===== src/rtl/ghost_pose_scan_ctrl.sv =====
// ghost_pose_scan_ctrl: per-frame sequencer for the shared ghost pose-select datapath.
// Walks the character selector through the four ghosts (one settle cycle each),
// latches the returned pose per ghost, and runs the frightened-mode frame timer
// that drives the end-of-fright blink flag.
module ghost_pose_scan_ctrl #(
  parameter int FRIGHT_FRAMES = 360,
  parameter int BLINK_FRAMES  = 120,
  parameter int CNT_W         = 10
) (
  input  logic       i_clk,
  input  logic       i_rst,
  input  logic       i_frame_start,
  input  logic       i_fright_start,
  input  logic [3:0] i_ghost_pose,
  output logic [3:0] o_which_char,
  output logic       o_frightened_mode_come_to_end,
  output logic       o_frightened_active,
  output logic       o_fright_expired,
  output logic [3:0] o_blinky_pose,
  output logic [3:0] o_pinky_pose,
  output logic [3:0] o_inky_pose,
  output logic [3:0] o_clyde_pose,
  output logic       o_poses_valid,
  output logic       o_busy,
  output logic       o_overrun
);

  typedef enum logic [1:0] {
    IDLE    = 2'd0,
    SETTLE  = 2'd1,
    CAPTURE = 2'd2
  } state_t;

  localparam logic [CNT_W-1:0] FRIGHT_LD = CNT_W'(FRIGHT_FRAMES);
  localparam logic [CNT_W-1:0] BLINK_LIM = CNT_W'(BLINK_FRAMES);
  localparam logic [CNT_W-1:0] CNT_ONE   = CNT_W'(1);

  state_t           state;
  logic [CNT_W-1:0] fright_cnt;
  logic [CNT_W-1:0] cnt_next;

  // Saturating decrement: the frame timer parks at zero instead of wrapping.
  function automatic logic [CNT_W-1:0] sat_dec(input logic [CNT_W-1:0] v);
    if (v == '0) return v;
    return v - CNT_ONE;
  endfunction

  // Blink window test on the post-edge count: last BLINK_FRAMES frames, excluding zero.
  function automatic logic in_blink(input logic [CNT_W-1:0] v);
    return (v != '0) && (v <= BLINK_LIM);
  endfunction

  // Next frightened count: a reload beats a frame decrement on the same edge.
  always_comb begin
    cnt_next = fright_cnt;
    if (i_fright_start)
      cnt_next = FRIGHT_LD;
    else if (i_frame_start)
      cnt_next = sat_dec(fright_cnt);
  end

  // Frightened timer, expiry pulse and frame-aligned blink flag.
  always_ff @(posedge i_clk) begin
    if (i_rst) begin
      fright_cnt                    <= '0;
      o_frightened_active           <= 1'b0;
      o_fright_expired              <= 1'b0;
      o_frightened_mode_come_to_end <= 1'b0;
    end else begin
      fright_cnt       <= cnt_next;
      o_fright_expired <= 1'b0;
      if (i_fright_start) begin
        o_frightened_active <= 1'b1;
      end else if (i_frame_start && (fright_cnt == CNT_ONE)) begin
        o_frightened_active <= 1'b0;
        o_fright_expired    <= 1'b1;
      end
      // Only frame boundaries move the flag, so it is stable across a whole scan.
      if (i_frame_start)
        o_frightened_mode_come_to_end <= in_blink(cnt_next);
    end
  end

  // Scan FSM: IDLE -> (SETTLE -> CAPTURE) x4 -> IDLE, capturing one ghost per CAPTURE.
  always_ff @(posedge i_clk) begin
    if (i_rst) begin
      state         <= IDLE;
      o_which_char  <= 4'd0;
      o_busy        <= 1'b0;
      o_poses_valid <= 1'b0;
      o_overrun     <= 1'b0;
      o_blinky_pose <= 4'd0;
      o_pinky_pose  <= 4'd0;
      o_inky_pose   <= 4'd0;
      o_clyde_pose  <= 4'd0;
    end else begin
      o_poses_valid <= 1'b0;
      // A frame start while a scan is still running (including its final capture) is lost.
      if (i_frame_start && (state != IDLE))
        o_overrun <= 1'b1;
      case (state)
        IDLE: begin
          if (i_frame_start) begin
            o_which_char <= 4'd1;
            o_busy       <= 1'b1;
            state        <= SETTLE;
          end
        end
        SETTLE: begin
          state <= CAPTURE;
        end
        CAPTURE: begin
          case (o_which_char)
            4'd1:    o_blinky_pose <= i_ghost_pose;
            4'd2:    o_pinky_pose  <= i_ghost_pose;
            4'd3:    o_inky_pose   <= i_ghost_pose;
            4'd4:    o_clyde_pose  <= i_ghost_pose;
            default: ;
          endcase
          if (o_which_char == 4'd4) begin
            o_which_char  <= 4'd0;
            o_poses_valid <= 1'b1;
            o_busy        <= 1'b0;
            state         <= IDLE;
          end else begin
            o_which_char <= o_which_char + 4'd1;
            state        <= SETTLE;
          end
        end
        default: begin
          o_which_char <= 4'd0;
          o_busy       <= 1'b0;
          state        <= IDLE;
        end
      endcase
    end
  end

endmodule


===== config.mk =====
export PLATFORM = sky130hd
export DESIGN_NAME = ghost_pose_scan_ctrl
export DESIGN_NICKNAME = d
export VERILOG_FILES = /design/src/rtl/ghost_pose_scan_ctrl.sv
export SDC_FILE = /design/constraint.sdc
export NUM_CORES = 1
export LEC_CHECK = 0
export BUFFER_PORTS_ARGS = -buffer_cell sky130_fd_sc_hd__buf_2
export CAP_MARGIN = 10
export CELL_PAD_IN_SITES_DETAIL_PLACEMENT = 2
export CELL_PAD_IN_SITES_GLOBAL_PLACEMENT = 2
export CORE_MARGIN = 5
export CORE_UTILIZATION = 34
export CTS_CLUSTER_DIAMETER = 80
export DETAILED_ROUTE_END_ITERATION = 10
export PLACE_DENSITY = 0.81
export SYNTH_ARGS = -nofsm -noshare
export SYNTH_HDL_FRONTEND = slang
export SYNTH_SLANG_ARGS = --single-unit

===== constraint.sdc =====
create_clock -name i_clk -period 5.3 [get_ports i_clk]
set_clock_uncertainty 0.05 [all_clocks]
set_input_delay 0 -clock i_clk [delete_from_list [all_inputs] [get_ports i_clk]]
set_output_delay 0 -clock i_clk [all_outputs]
set_load 0.005 [all_outputs]

==> out/results.txt <==
HPWL after detailed placement: 3812 um
top_reg_cell synth: dfxtp_1
filler cell count: 609
vias per cell: 5.318
Vert. Die Dim: 82.01 um
CP top delay family: simple AND/OR/NAND/NOR gates
CP Capture Type: flop
fraction of registers with async set/reset: 0%
global-route wire length before repair: 9114 um
worst-path cell chain: inv_1, ha_1, or3b_1, o41a_1, nor3_1, o22ai_1, nor4_1, nor3_1
power density over the cells: 308.1 nW/um^2
HP Start: i_frame_start
Netlist cell types: 40
Inserted Clock Buffers: 5
Pins Over Slew Limit: 0
Leak: 0.8321 nW
H-tree depth: 2
Worst Tran Pin Value: 0.7192 ns
post-CTS sizing: 0
Total Wirelength: 5479 um
I/O pins: 34
crit path from: fright_cnt[0]
Ys Warns: 0
layout cells sized above 1: 17.34%
cell count after synthesis: 212
status: finished, final reports clean
drt pass-1 iters: 4
vias in the first global route: 1867
overall routing resource usage: 17.77%
TritonCTS clock tree: built
Post-Syn Nets: 226
post-route ant nets: 0
setup violators final: 0
Via Count: 1691
Post-synth EDFFs: 0
Final Cycle Share: 48.79%
diode count: 0
Buf/Inv on CP: 1
most common cell after layout, fill and taps aside: dfxtp_1
Startpoint Class: flop
crit-path most repeated cell: nor3_1
grt ovf: 0
DR iter-0 viols: 86
CTS Hold Bufs: 4
Clock transition at path regs: 0.08 ns
max cap viols: 0
Max Clk Rate: 386.7 MHz
die width: 82.01 um
Layout Area Growth over Synthesis: 20.09%
Yosys reg bits: 38
Slew headroom: 51.69%
slowest CP cell: or3b_1
commonest non-fill, non-tap cells in the layout: dfxtp_1 (38), buf_2 (33), nand2_1 (28), nor3_1 (20)
worst path required time: 5.42 ns
Crit Path Category: flop to flop
placed cells: 306
Avg Cell Area, Syn: 8.316 um^2
peak supply drop: 0.0001219 V
clk root buf: clkbuf_8
post-synthesis sequential area ratio: 43.15%
unrepaired setup endpoints after global routing: no
reg-to-reg startpoint: fright_cnt[0]
Rows: 26
Starting Density: 34.74%
core box area: 5075 um^2
final setup TNS: 0 ns
wire per inst: 17.23 um
Non-Filler Instances: 318
final RePlAce weighted congestion: 0.7957
CP max FO: 6
clk_lat worst skew: 0.29 ns
initial antenna violation count: 0
area of the die: 6725 um^2
max incr delay on CP: 0.47 ns
IO Port Bufs: 33
Sink Count: 38
Hold Violations, Final: 0
CP arrival: 2.71 ns
postcts setup bufs: 0
CTS Buffer Depth: 2
DRC: 0
Syn Std Cell Area: 1763 um^2
final worst path period need: 2.586 ns
worst hold path class: input pin to flop
Total Nets Final: 261
pin count of the biggest net entering global routing: 37
## sequential cells by signal (all words and copies together), names as in the netlist
signal and count:
o_clyde_pose 4, o_which_char 4, o_overrun 1, o_poses_valid 1, o_fright_expired 1, state 2
fright_cnt 10, o_pinky_pose 4, o_blinky_pose 4, o_frightened_active 1, o_inky_pose 4, o_busy 1
o_frightened_mode_come_to_end 1
## layer usage
metal / track usage, % / share of wire, % / up-vias
met5: 0 / 0 / -
met3: 3.180 / 1.9 / 9
met1: 20.80 / 44 / 842
li1: - / - / 816
met2: 32.31 / 53 / 24
met4: 5.980 / 1.2 / 0
## worst min-delay path, cell delays in order
cell,delay (ns)
buf_2,0.17
o21ai_0,0.10
a21oi_1,0.07
## cell type report
| cell class | instances | area (um^2) | share of cell area [%] |
|---|---|---|---|
| inverters | 9 | 33.78 | 1.596 |
| multi-input cells | 155 | 915.9 | 43.26 |
| flip-flops and latches | 38 | 760.7 | 35.93 |
| well taps | 70 | 87.58 | 4.137 |
| repair buffers | 38 | 212.7 | 10.05 |
| clock inverters | 1 | 30.03 | 1.418 |
| clock buffers | 7 | 76.32 | 3.605 |
## report_power, final
group,internal (mW),switching [mW],leakage [nW]
clock network,0.141,0.106,0.0524
registers,0.296,0.0134,0.310
logic,0.0371,0.0587,0.470
## metrics by stage
stage	worst slack [ns]	util, %	hold WS, ns	total power [mW]	instance area (um^2)
after global placement	2.945	38.83	0.2413	0.4044	1971
after floorplan	3.038	-	0.06743	0.3800	1763
after CTS	2.718	41.72	0.04140	0.6558	2117
final	2.714	41.72	0.04085	0.6522	2117
after global routing	2.530	41.72	0.06040	0.6833	2117
after detailed placement	2.816	38.83	0.2549	0.4079	1971
## cell usage after synthesis (2+ instances only)
| library cell | n | area, um^2 |
|---|---|---|
| dfxtp_1 | 38 | 760.7 |
| nand2_1 | 28 | 105.1 |
| nor3_1 | 20 | 100.1 |
| a21oi_1 | 18 | 90.09 |
| nor2_1 | 18 | 67.56 |
| nand3_1 | 14 | 70.07 |
| inv_1 | 9 | 33.78 |
| clkbuf_1 | 8 | 30.03 |
| o21ai_0 | 8 | 40.04 |
| ha_1 | 6 | 75.07 |
| mux2i_1 | 5 | 50.05 |
| nand2b_1 | 3 | 18.77 |
| xnor2_1 | 3 | 26.28 |
| and2_1 | 2 | 12.51 |
| buf_6 | 2 | 22.52 |
| nor4_1 | 2 | 12.51 |
| nor4b_1 | 2 | 17.52 |
| o31ai_1 | 2 | 15.01 |
| or3_1 | 2 | 12.51 |
| xor2_1 | 2 | 17.52 |
## final timing paths
check / slack [ns] / cells past startpoint / to
worst min register to register: 0.41 / 2 / o_blinky_pose[3]
worst min-delay path: 0.04 / 3 / o_overrun
worst max register to register: 2.71 / 8 / o_frightened_mode_come_to_end
worst max-delay path: 2.71 / 8 / o_frightened_mode_come_to_end
## kinds of logic after synthesis
kind of cell | Yosys count | synth area share, %
DFF | 38 | 43.15
xor gates and xnor gates | 5 | 2.484
buffers and inverters | 19 | 4.897
adders and majority gates | 6 | 4.258
muxes | 5 | 2.839
and+or+nand+nor | 99 | 28.25
AOI/OAI and AO/OA | 40 | 14.12
Note: power is estimated with default switching activity, not from simulation.
